## src/rtl/aes_pkg.sv

```systemverilog
// Shared AES definitions: round count, round-constant seed, controller
// state encoding and the GF(2^8) doubling used by both the key schedule
// round constant and the MixColumns datapath.
package aes_pkg;

  localparam int         NR_128    = 10;
  localparam logic [7:0] RCON_INIT = 8'h01;

  typedef enum logic [1:0] {
    IDLE  = 2'd0,
    ROUND = 2'd1,
    DONE  = 2'd2
  } aes_state_e;

  // Multiply by x in GF(2^8) modulo x^8 + x^4 + x^3 + x + 1.
  function automatic logic [7:0] xtime(input logic [7:0] b);
    return {b[6:0], 1'b0} ^ (b[7] ? 8'h1B : 8'h00);
  endfunction

endpackage

```

## src/rtl/aes_round_ctrl_if.sv

```systemverilog
// Bus-side handshake bundle of the AES round controller: one request
// channel carrying a plaintext/key pair, one response channel carrying
// the ciphertext. The master is the bus adapter, the slave the controller.
interface aes_round_ctrl_if;

  logic         in_valid;
  logic         in_ready;
  logic [127:0] plaintext;
  logic [127:0] key;
  logic         out_valid;
  logic         out_ready;
  logic [127:0] ciphertext;

  modport master (
    output in_valid, plaintext, key, out_ready,
    input  in_ready, out_valid, ciphertext
  );

  modport slave (
    input  in_valid, plaintext, key, out_ready,
    output in_ready, out_valid, ciphertext
  );

endinterface

```

## src/rtl/aes_rcon_gen.sv

```systemverilog
// Round-constant register for the AES-128 key schedule. Load restarts the
// sequence at 01; advance steps it by one GF(2^8) doubling, giving
// 01,02,04,08,10,20,40,80,1B,36 over ten rounds.
module aes_rcon_gen
  import aes_pkg::*;
(
  input  logic       clk,
  input  logic       rst,
  input  logic       load_i,
  input  logic       adv_i,
  output logic [7:0] rcon_o
);

  logic [7:0] rcon_q;
  logic [7:0] rcon_d;

  // Load has priority over advance; otherwise hold the current constant.
  always_comb begin
    rcon_d = rcon_q;
    if (load_i) begin
      rcon_d = RCON_INIT;
    end else if (adv_i) begin
      rcon_d = xtime(rcon_q);
    end
  end

  // Constant register, seeded with the first round constant on reset.
  always_ff @(posedge clk or posedge rst) begin
    if (rst) begin
      rcon_q <= RCON_INIT;
    end else begin
      rcon_q <= rcon_d;
    end
  end

  assign rcon_o = rcon_q;

endmodule

```

## src/rtl/aes_round_ctrl.sv

```systemverilog
// Iterative AES-128 encryption sequencer. Accepts a plaintext/key pair,
// applies the initial AddRoundKey itself, then drives an external
// combinational round datapath and key-expansion stage once per cycle for
// NR rounds and holds the ciphertext until the consumer takes it.
module aes_round_ctrl
  import aes_pkg::*;
#(
  parameter int NR    = NR_128,
  parameter int RND_W = 4
) (
  input  logic               clk,
  input  logic               rst,
  aes_round_ctrl_if.slave    bus,
  output logic               busy,
  output logic [RND_W-1:0]   round_o,
  output logic [127:0]       rnd_state_o,
  output logic [127:0]       rnd_key_o,
  output logic               rnd_final_o,
  input  logic [127:0]       rnd_state_i,
  output logic [127:0]       kx_key_o,
  output logic [7:0]         kx_rcon_o,
  input  logic [127:0]       kx_key_i
);

  aes_state_e       fsm_q;
  aes_state_e       fsm_d;
  logic [127:0]     state_q;
  logic [127:0]     state_d;
  logic [127:0]     key_q;
  logic [127:0]     key_d;
  logic [RND_W-1:0] round_q;
  logic [RND_W-1:0] round_d;
  logic             rcon_load;
  logic             rcon_adv;
  logic             last_round;
  logic [7:0]       rcon;

  assign last_round = (round_q == RND_W'(NR));

  aes_rcon_gen u_rcon_gen (
    .clk    (clk),
    .rst    (rst),
    .load_i (rcon_load),
    .adv_i  (rcon_adv),
    .rcon_o (rcon)
  );

  // Next-state logic: accept a pair in IDLE, step one round per cycle in
  // ROUND, and wait in DONE until the consumer takes the result.
  always_comb begin
    fsm_d     = fsm_q;
    state_d   = state_q;
    key_d     = key_q;
    round_d   = round_q;
    rcon_load = 1'b0;
    rcon_adv  = 1'b0;
    unique case (fsm_q)
      IDLE: begin
        if (bus.in_valid) begin
          state_d   = bus.plaintext ^ bus.key;
          key_d     = bus.key;
          round_d   = RND_W'(1);
          rcon_load = 1'b1;
          fsm_d     = ROUND;
        end
      end
      ROUND: begin
        state_d  = rnd_state_i;
        key_d    = kx_key_i;
        round_d  = round_q + RND_W'(1);
        rcon_adv = 1'b1;
        if (last_round) begin
          fsm_d = DONE;
        end
      end
      DONE: begin
        if (bus.out_ready) begin
          round_d = '0;
          fsm_d   = IDLE;
        end
      end
      default: begin
        fsm_d = IDLE;
      end
    endcase
  end

  // State, key, round counter and FSM registers; reset aborts any operation.
  always_ff @(posedge clk or posedge rst) begin
    if (rst) begin
      fsm_q   <= IDLE;
      state_q <= '0;
      key_q   <= '0;
      round_q <= '0;
    end else begin
      fsm_q   <= fsm_d;
      state_q <= state_d;
      key_q   <= key_d;
      round_q <= round_d;
    end
  end

  assign bus.in_ready   = (fsm_q == IDLE);
  assign bus.out_valid  = (fsm_q == DONE);
  assign bus.ciphertext = state_q;
  assign busy           = (fsm_q != IDLE);
  assign round_o        = round_q;

  assign rnd_state_o = state_q;
  assign rnd_key_o   = kx_key_i;
  assign rnd_final_o = (fsm_q == ROUND) && last_round;
  assign kx_key_o    = key_q;
  assign kx_rcon_o   = rcon;

endmodule

```

## src/flat_wrapper.sv

```systemverilog
// flat-port wrapper written by rule: the top's interface ports become plain ports
module aes_round_ctrl_flat import aes_pkg::*;
#(
  parameter int NR    = NR_128,
  parameter int RND_W = 4
)
  (clk, rst, busy, round_o, rnd_state_o, rnd_key_o, rnd_final_o, rnd_state_i, kx_key_o, kx_rcon_o, kx_key_i, bus_in_valid, bus_plaintext, bus_key, bus_out_ready, bus_in_ready, bus_out_valid, bus_ciphertext);
  aes_round_ctrl_if bus_i ();
  input  logic clk;
  input  logic rst;
  output logic busy;
  output logic [RND_W-1:0] round_o;
  output logic [127:0] rnd_state_o;
  output logic [127:0] rnd_key_o;
  output logic rnd_final_o;
  input  logic [127:0] rnd_state_i;
  output logic [127:0] kx_key_o;
  output logic [7:0] kx_rcon_o;
  input  logic [127:0] kx_key_i;
  input wire logic [$bits(bus_i.in_valid)-1:0] bus_in_valid;
  input wire logic [$bits(bus_i.plaintext)-1:0] bus_plaintext;
  input wire logic [$bits(bus_i.key)-1:0] bus_key;
  input wire logic [$bits(bus_i.out_ready)-1:0] bus_out_ready;
  output wire logic [$bits(bus_i.in_ready)-1:0] bus_in_ready;
  output wire logic [$bits(bus_i.out_valid)-1:0] bus_out_valid;
  output wire logic [$bits(bus_i.ciphertext)-1:0] bus_ciphertext;
  assign bus_i.in_valid = bus_in_valid;
  assign bus_i.plaintext = bus_plaintext;
  assign bus_i.key = bus_key;
  assign bus_i.out_ready = bus_out_ready;
  assign bus_in_ready = bus_i.in_ready;
  assign bus_out_valid = bus_i.out_valid;
  assign bus_ciphertext = bus_i.ciphertext;
  aes_round_ctrl #(.NR(NR), .RND_W(RND_W)) u_core (.clk(clk), .rst(rst), .bus(bus_i), .busy(busy), .round_o(round_o), .rnd_state_o(rnd_state_o), .rnd_key_o(rnd_key_o), .rnd_final_o(rnd_final_o), .rnd_state_i(rnd_state_i), .kx_key_o(kx_key_o), .kx_rcon_o(kx_rcon_o), .kx_key_i(kx_key_i));
endmodule
```

## config.mk

```make
export PLATFORM = sky130hd
export DESIGN_NAME = aes_round_ctrl_flat
export DESIGN_NICKNAME = d
export VERILOG_FILES = /design/src/rtl/aes_pkg.sv /design/src/rtl/aes_round_ctrl_if.sv /design/src/rtl/aes_rcon_gen.sv /design/src/rtl/aes_round_ctrl.sv /design/src/flat_wrapper.sv
export SDC_FILE = /design/constraint.sdc
export NUM_CORES = 1
export LEC_CHECK = 0
export ABC_AREA = 1
export CORE_AREA = 4 4 404 406
export DETAILED_ROUTE_END_ITERATION = 7
export DIE_AREA = 0 0 408 410
export PLACE_DENSITY_LB_ADDON = 0.05
export SLEW_MARGIN = 20
export SYNTH_ARGS = -nofsm -noshare
export SYNTH_HDL_FRONTEND = slang
export SYNTH_SLANG_ARGS = --single-unit
```

## constraint.sdc

```tcl
create_clock -name clk -period 10.8 [get_ports clk]
set_input_delay 2.16 -clock clk [delete_from_list [all_inputs] [get_ports clk]]
set_output_delay 2.16 -clock clk [all_outputs]
set_load 0.03 [all_outputs]
```

Word level (Yosys, flattened, before mapping)
Cells that the tools add are included.
{ "word_totals": {"word_cells": 40, "ram_bits": 0, "latch_bits": 0, "mem_bits_ro": 0, "n_memories": 0, "ff_bits": 270} }
{ "classes": {"add_sub_neg": 1, "n_eq_ne": 6, "n_shift": 0, "n_lt_le_gt_ge": 0, "n_mul": 0, "reduce_logical": 9, "n_div": 0, "mux": 17, "bitwise_logic": 2} }
{ "op_table": {"columns": ["op", "count"], "rows": [
  ["one-hot mux 128 bit (2 select lines)", 2],
  ["2-to-1 mux 128 bit", 2],
  ["bitwise XOR 128 bit", 1],
  ["2-to-1 mux 8 bit", 2],
  ["one-hot mux 4 bit (3 select lines)", 1],
  ["2-to-1 mux 4 bit", 2],
  ["bitwise XOR 8 bit", 1],
  ["2-to-1 mux 2 bit", 3],
  ["one-hot mux 2 bit (3 select lines)", 1],
  ["AND reduction 3 bit", 2],
  ["nonzero test 2 bit", 3],
  ["2-to-1 mux 5 bit", 1],
  ["adder 4 x 1 -> 4 bit (second input constant)", 1],
  ["== test 4 bit (second input constant)", 1],
  ["!= test 2 bit (second input constant)", 2],
  ["2-to-1 mux 1 bit", 3],
  ["nonzero test 3 bit", 1],
  ["== test 2 x 1 -> 1 bit (second input constant)", 1],
  ["== test 2 bit (second input constant)", 1],
  ["zero test 2 bit", 1],
  ["!= test 2 x 1 -> 1 bit (second input constant)", 1],
  ["AND reduction 2 bit", 1],
  ["logical AND 1 bit", 1]
]} }

Logic depth before layout (Yosys ltp)
Gate-level depths: netlist of run 1.
{ "depth": {"word_depth": 4, "mapped_depth": 9, "ltp_nobuf": 8} }

By module
A second synthesis of run 1 with hierarchy kept.
{ "hier_totals": {"hier_cells": 2265, "hier_area_um2": 16353.2} }
{ "by_module_without_submodules": {"columns": ["mod", "n_inst", "area_each_um2", "seq_area_each_um2", "cells_each"], "rows": [
  ["aes_round_ctrl", 1, 15986.6, 6556.3, 2221],
  ["aes_rcon_gen", 1, 366.6, 201.4, 44]
]} }

Least setup slack after synthesis of run 1
No wires, ideal clock.
{ "synth_path": {"path_type": "input to output", "start": "input kx_key_i[0]", "end": "output rnd_key_o[0]", "n_path_buf": 1, "slack_ns": 6.335, "arrival_ns": 2.305, "path_stages": 1, "t_required_ns": 8.640, "path_cell_list": "buf_4"} }
{ "synth_rtl": {"columns": ["item", "line_no", "text"], "rows": [
  ["start: declaration", "flat_wrapper.sv:19", "input logic [127:0] kx_key_i;"],
  ["end: declaration", "flat_wrapper.sv:14", "output logic [127:0] rnd_key_o;"]
]} }
No word-level cell between the ends.

Final worst setup path of run 1
{ "layout_path": {"start": "input kx_key_i[9]", "end": "output rnd_key_o[9]"} }
No word-level cell between the ends.

==> impl_results.md, run 1 <==
* Critical path class: in -> out
* Iter 0 DRT Violations at 835
* Req. time, crit path at 8.64 ns
* Xor/xnor share of the synthesized area at 0.2133%
* Fin Hold WS at 0.4759 ns
* WL/cell at 23.14 um
* CTS buffer count at 46
* Global-route wire length before repair at 159500 um
* Synth warnings at 0
* Post-DP HPWL at 92720 um
* Antenna viol nets, final at 0
* Buffers and inverters on the worst path at 2
* Largest net degree at the start of global routing at 141
* Global-route usage over all layers at 13.59%
* Pleak at 12.19 nW
* Post-synthesis compound-gate area fraction at 10.15%
* Worst Max-Slew Pin Slew at 1.115 ns
* Drt via density at 3.405
* Hold Buf Count CTS at 0
* Clk slew on worst S/H paths at 0.05 ns
* Simple-Gate Fraction of Synth Area at 32.13%
* Final wirelength at 118400 um
* FFs w/ async S/R, synth at 100.0%
* Die area at 0.1673 mm2
* GR Overflow Total at 0
* Final Wtd Congestion at 0.7467
* Post-cts resize count at 0
* Setup WS pre-CTS at 4.870 ns
* Total number of vias at 17430
* Nets at 3511
* CP endpoint kind: primary output
* Outcome: completed
* Setup ws final at 4.954 ns
* Final hold violation count at 0
* Critical path cell sequence: clkdlybuf4s50_1, clkdlybuf4s50_1
* Die extent in y at 410 um
* Final Skew at 0.01741 ns
* FP Rows at 147
* Max-cap check violation count at 0
* Post-Synth Adder-Cell Area at 0.5332%
* DIE WIDTH at 408 um
* Max Buffers Root-to-Sink at 3
* Mapped Cells at 2252
* Top post-synthesis cells by count: nand2_1 (1049), buf_4 (279), dfrtp_1 (269), nor2_1 (132), o21ai_0 (131)
* Setup Viol. Count Final at 0
* Count of input and output buffers at 1043
* # IOs at 1044
* Unrepaired setup endpoints after global routing: no
* Largest family of logic cells by synthesized area: simple AND/OR/NAND/NOR gates
* Post-synthesis mux area share at 0%
* Largest cells by area after synthesis: dfrtp_1 (41%), nand2_1 (24%), buf_4 (13%)
* Post-route minimum period at 5.846 ns
* Crit path arrival time at 3.69 ns
* Worst path most repeated cell: clkdlybuf4s50_1
* Main synth FF type: dfrtp_1
* Remaining DRCs at 0
* EDFF count, synth at 0
* # clock sinks at 270
* Clock Latency Late Sink at 0.60 ns
* Filler cells at 17970
* Vias in the first global route at 18330
* CTS tree: done
* Synth Cell Area at 0.01643 mm2
* Yosys cell types at 24
* Crit path max-delay cell type: clkdlybuf4s50_1
* Sequential share of the synthesized area at 41.14%
* Root buf cell: clkbuf_16
* CTS HTree Levels at 2
* FMAX at 171.1 MHz
* PD cells at 326.7 mW/mm2
* Hold crit path type: reg -> reg
* Top cell type by total area after synthesis: dfrtp_1
* Number of iterations in the first detailed-routing pass at 5
* Top delay family on crit path: buffers and inverters
* Final period util at 54.13%
* Crit path largest cell delay at 0.78 ns
* Starting density of the core at 10.28%
* Count leader, synth: nand2_1
* Slew headroom at 25.64%
* Syn_area_per_cell at 7.294 um2
* Initial antenna violation count at 49
* Startpoint Class: input port
* Post-synth top area share at 40.98%
* P&R area growth vs syn at 74.36%
* Synthesized Nets at 2775
* Pins over their slew limit at 0
* Worst Path Max Fanout at 2
* Fin Setup TNS at 0 ns
* Postcts setup bufs at 0
* Layout cell share with drive strength beyond 1 at 7.219%
* Max VDD drop at 191.8 uV
* Seq cells post-synth at 270
* CORE AREA at 0.1598 mm2
[per-stage QoR]
stage / area [um2] / std cells / util [%] / total power, mW
CTS: 28610 / 5106 / 17.90 / 9.693
global route: 28610 / 5107 / 17.90 / 10.06
finish: 28640 / 5118 / 17.92 / 9.357
detailed placement: 27130 / 5026 / 16.97 / 8.087
global placement: 27130 / 5026 / 16.97 / 8.115
floorplan: 16430 / 2252 / - / 5.422
[layout by cell type, fill, tap and decap left out, types with 4 or more instances in the layout]
| cell | instances |
|---|---|
| clkinv_2 | 5 |
| clkbuf_16 | 49 |
| clkdlybuf4s50_1 | 1043 |
| clkbuf_1 | 10 |
| clkbuf_8 | 12 |
| nand2_1 | 1049 |
| buf_4 | 11 |
| o22ai_1 | 5 |
| o21ai_0 | 131 |
| dfrtp_1 | 269 |
| o211ai_1 | 128 |
| nand3_1 | 6 |
| inv_1 | 15 |
| ha_1 | 6 |
| nor2_1 | 132 |
| or2_2 | 128 |
| clkinvlp_4 | 4 |
| diode_2 | 12 |
[routing by layer]
metal,part of all wire [%],GRT usage [%]
met5,0.18,0
met1,38,14.63
met2,51,24.64
met3,9.6,6.150
met4,1.5,2.347
[tightest hold or removal path, cell delays in order (launching register included)]
cell and delay (ns):
dfrtp_1 0.34, nand2_1 0.05, nand2_1 0.05
[registers in the layout, indices dropped and copies added (netlist names)]
name	cells
u_core.kx_key_o	128
u_core.round_o	4
u_core.bus.ciphertext	128
u_core.fsm_q	2
u_core.u_rcon_gen.rcon_o	8
[report_power, final]
group | switching [mW] | internal (mW)
clock | 0.600 | 0.901
combinational | 3.80 | 2.04
sequential | 0.486 | 1.53
[cell families after synthesis]
| group | Yosys count |
|---|---|
| simple gates | 1317 |
| buf+inv | 387 |
| flops | 270 |
| compound gates | 267 |
| fa+ha+maj | 7 |
| xor+xnor | 4 |
[cell type report]
| class | count | area, um2 | share of cell area (%) |
|---|---|---|---|
| antenna | 12 | 30.03 | 0.1048 |
| inverter | 18 | 90.09 | 0.3145 |
| tap | 2086 | 2610 | 9.112 |
| sequential | 270 | 6758 | 23.59 |
| timing repair buffer | 1057 | 10580 | 36.95 |
| clock inverter | 9 | 55.05 | 0.1922 |
| multi-input combinational | 1595 | 7088 | 24.75 |
| clock buffer | 71 | 1429 | 4.989 |
[path summary, 6_finish.rpt]
check / endpoint / from / cells past startpoint / slack [ns]
max: rnd_key_o[9] / kx_key_i[9] / 2 / 4.95
min: u_core.kx_key_o[0]$_DFFE_PP0P_ / u_core.kx_key_o[0]$_DFFE_PP0P_ / 2 / 0.48
max reg2reg: u_core.kx_key_o[38]$_DFFE_PP0P_ / u_core.fsm_q[1]$_DFFE_PP0P_ / 8 / 6.69
min reg2reg: u_core.kx_key_o[0]$_DFFE_PP0P_ / u_core.kx_key_o[0]$_DFFE_PP0P_ / 2 / 0.48
max in group asynchronous: u_core.bus.ciphertext[118]$_DFFE_PP0P_ / rst / 4 / 6.69
min in group asynchronous: u_core.kx_key_o[69]$_DFFE_PP0P_ / rst / 2 / 2.08
Power figures use the tool's default switching activity.
==> run 2: changes to the inputs <==
==> constraint.sdc (replaced) <==
create_clock -name clk -period 5.41 [get_ports clk]
set_input_delay 1.082 -clock clk [delete_from_list [all_inputs] [get_ports clk]]
set_output_delay 1.082 -clock clk [all_outputs]
set_load 0.03 [all_outputs]
==> impl_results.md, run 2 (synthesis results as in run 1) <==
* Starting density of the core at 10.28% (unchanged)
* Worst Path Max Fanout at 98 (+96)
* Clk slew on worst S/H paths at 0.05 ns (about the same)
* Total number of vias at 17560 (+0.75%)
* Largest net degree at the start of global routing at 165 (+17%)
* Post-route minimum period at 4.081 ns
* FMAX at 245.1 MHz
* PD cells at 651.7 mW/mm2 (+99%)
* # IOs at 1044 (unchanged)
* Worst Max-Slew Pin Slew at 1.052 ns (-0.06369 ns)
* Final Wtd Congestion at 0.7807 (+4.6%)
* Most common cell after layout, fill and taps aside: nand2_1
* Power after layout at 18.77 mW (+100%)
* Most frequent cells in the layout: nand2_1 (1049), clkdlybuf4s50_1 (1043), dfrtp_1 (269)
* Final hold violation count at 0 (unchanged)
* Unrepaired setup endpoints after global routing: no
* Comb power frac at 62.4% (about the same)
* Layout cell share with drive strength beyond 1 at 7.377% (+0.16 points)
* Pleak at 12.27 nW (+0.65%)
* Pins over their slew limit at 0 (unchanged)
* Switching share of power at 51.60% (-0.60 points)
* Global-route wire length before repair at 160400 um (+0.57%)
* DIE WIDTH at 408 um (unchanged)
* CTS tree: done
* Number of iterations in the first detailed-routing pass at 6 (+1)
* Hold Buf Count CTS at 0 (unchanged)
* Power share of the sequential group at 21.4% (-0.2 points)
* Post-cts resize count at 0 (unchanged)
* Hold crit path type: reg -> reg
* Final core occ at 18.02% (+0.10 points)
* Final Skew at 0.008046 ns (-0.009366 ns)
* Root buf cell: clkbuf_16
* Max Buffers Root-to-Sink at 3 (unchanged)
* Final Instance Count excl. Fillers at 5123 (+0.098%)
* Dpl cell area at 0.02723 mm2 (+0.37%)
* Final period util at 75.43%
* Setup Viol. Count Final at 0 (unchanged)
* Final Instance Area at 0.02881 mm2 (+0.58%)
* Drt via density at 3.427 (+0.65%)
* Crit path arrival time at 3.00 ns (-0.69 ns)
* CP endpoint kind: primary output
* Die area at 0.1673 mm2 (unchanged)
* Sw Pwr at 9.687 mW (+98%)
* WL/cell at 23.14 um (about the same)
* Critical path cell sequence: inv_1, ha_4, inv_8, nor2_1, clkdlybuf4s50_1
* Req. time, crit path at 4.33 ns (-4.31 ns)
* CTS buffer count at 45 (-2.2%)
* Setup ws final at 1.329 ns (-3.625 ns)
* CTS HTree Levels at 2 (unchanged)
* Max-cap check violation count at 0 (unchanged)
* Pint at 9.086 mW (+100%)
* Global-route usage over all layers at 13.61% (+0.023 points)
* Crit path largest cell delay at 0.69 ns (-0.09 ns)
* Fin Setup TNS at 0 ns (unchanged)
* Final wirelength at 118600 um (+0.12%)
* Critical path class: reg -> out
* Fin Hold WS at 0.4753 ns (-0.0005290 ns)
* Nets at 3515 (+0.11%)
* Postcts setup bufs at 0 (unchanged)
* Setup WS pre-CTS at 1.810 ns (-3.060 ns)
* Remaining DRCs at 0 (unchanged)
* Iter 0 DRT Violations at 908 (+8.7%)
* Count of input and output buffers at 1043 (unchanged)
* Outcome: completed
* Startpoint Class: flip-flop
* CORE AREA at 0.1598 mm2 (unchanged)
* Post-placement cell count at 5030 (+0.080%)
* Max VDD drop at 550.5 uV (+190%)
* Crit path max-delay cell type: clkdlybuf4s50_1
* Antenna viol nets, final at 0 (unchanged)
* Initial antenna violation count at 46 (-6.1%)
* Slew headroom at 29.89% (+4.2 points)
* Vias in the first global route at 18380 (+0.27%)
* GR Overflow Total at 0 (unchanged)
* Clock Latency Late Sink at 0.58 ns (-0.02 ns)
* Clock power frac at 16.1% (about the same)
* # clock sinks at 270 (unchanged)
* FP Rows at 147 (unchanged)
* Post-DP HPWL at 94560 um (+2.0%)
* Die extent in y at 410 um (unchanged)
* P&R area growth vs syn at 75.38%
==> run 2: cell count changes in the layout (fill, tap and decap cells not counted), sizes merged <==
cell / before / now
buf: 14 / 19
bufinv: 0 / 3
clkinv: 5 / 3
clkinvlp: 4 / 2
diode: 12 / 14
inv: 18 / 17
==> run 2: worst max-delay path, delay by kind of cell, from the launching register on <==
kind                     cells  cell delay (ns)
flip-flops                   1             0.42
adder cells (fa/ha/maj)      1             0.52
AND/OR/NAND/NOR              1             0.21
buffers and inverters        3             1.20
==> run 2: metal layers <==
metal  GRT usage (%)  part of all wire [%]  vias up  routed length (um)
li1                -                     -     8393                   -
met1           14.71                    38     8322               45000
met2           25.02                    51      673               60800
met3           5.717                   9.0      133               10690
met4           2.217                   1.5       36                1830
met5               0                  0.19        -                 230
==> run 2: layout make-up <==
type | instances | area [um2]
clock inverter | 7 | 112.6
antenna | 14 | 35.03
fill | 17880 | 131000
inverter | 18 | 86.33
sequential | 270 | 6758
timing repair buffer | 1062 | 10720
tap | 2086 | 2610
multi-input combinational | 1595 | 7088
clock buffer | 71 | 1404
==> run 2: path summary, 6_finish.rpt <==
check | startpoint | end | slack, ns | depth (start not counted)
setup / recovery | u_core.fsm_q[1]$_DFFE_PP0P_ | rnd_final_o | 1.33 | 5
hold / removal | u_core.kx_key_o[58]$_DFFE_PP0P_ | u_core.kx_key_o[58]$_DFFE_PP0P_ | 0.48 | 2
setup reg to reg | u_core.fsm_q[1]$_DFFE_PP0P_ | u_core.kx_key_o[123]$_DFFE_PP0P_ | 1.86 | 8
hold reg to reg | u_core.kx_key_o[58]$_DFFE_PP0P_ | u_core.kx_key_o[58]$_DFFE_PP0P_ | 0.48 | 2
max in group asynchronous | rst | u_core.kx_key_o[2]$_DFFE_PP0P_ | 3.30 | 4
min in group asynchronous | rst | u_core.kx_key_o[68]$_DFFE_PP0P_ | 0.97 | 2
==> run 2: power by group through the flow <==
| stage | clock [mW] | combinational [mW] | sequential, mW |
|---|---|---|---|
| detailed placement | 0 | 12.1 | 4.10 |
| floorplan | 0 | 5.22 | 5.60 |
| finish | 3.03 | 11.7 | 4.02 |
| CTS | 3.21 | 12.1 | 4.09 |
| global placement | 0 | 12.1 | 4.08 |
| global route | 3.26 | 12.7 | 4.19 |
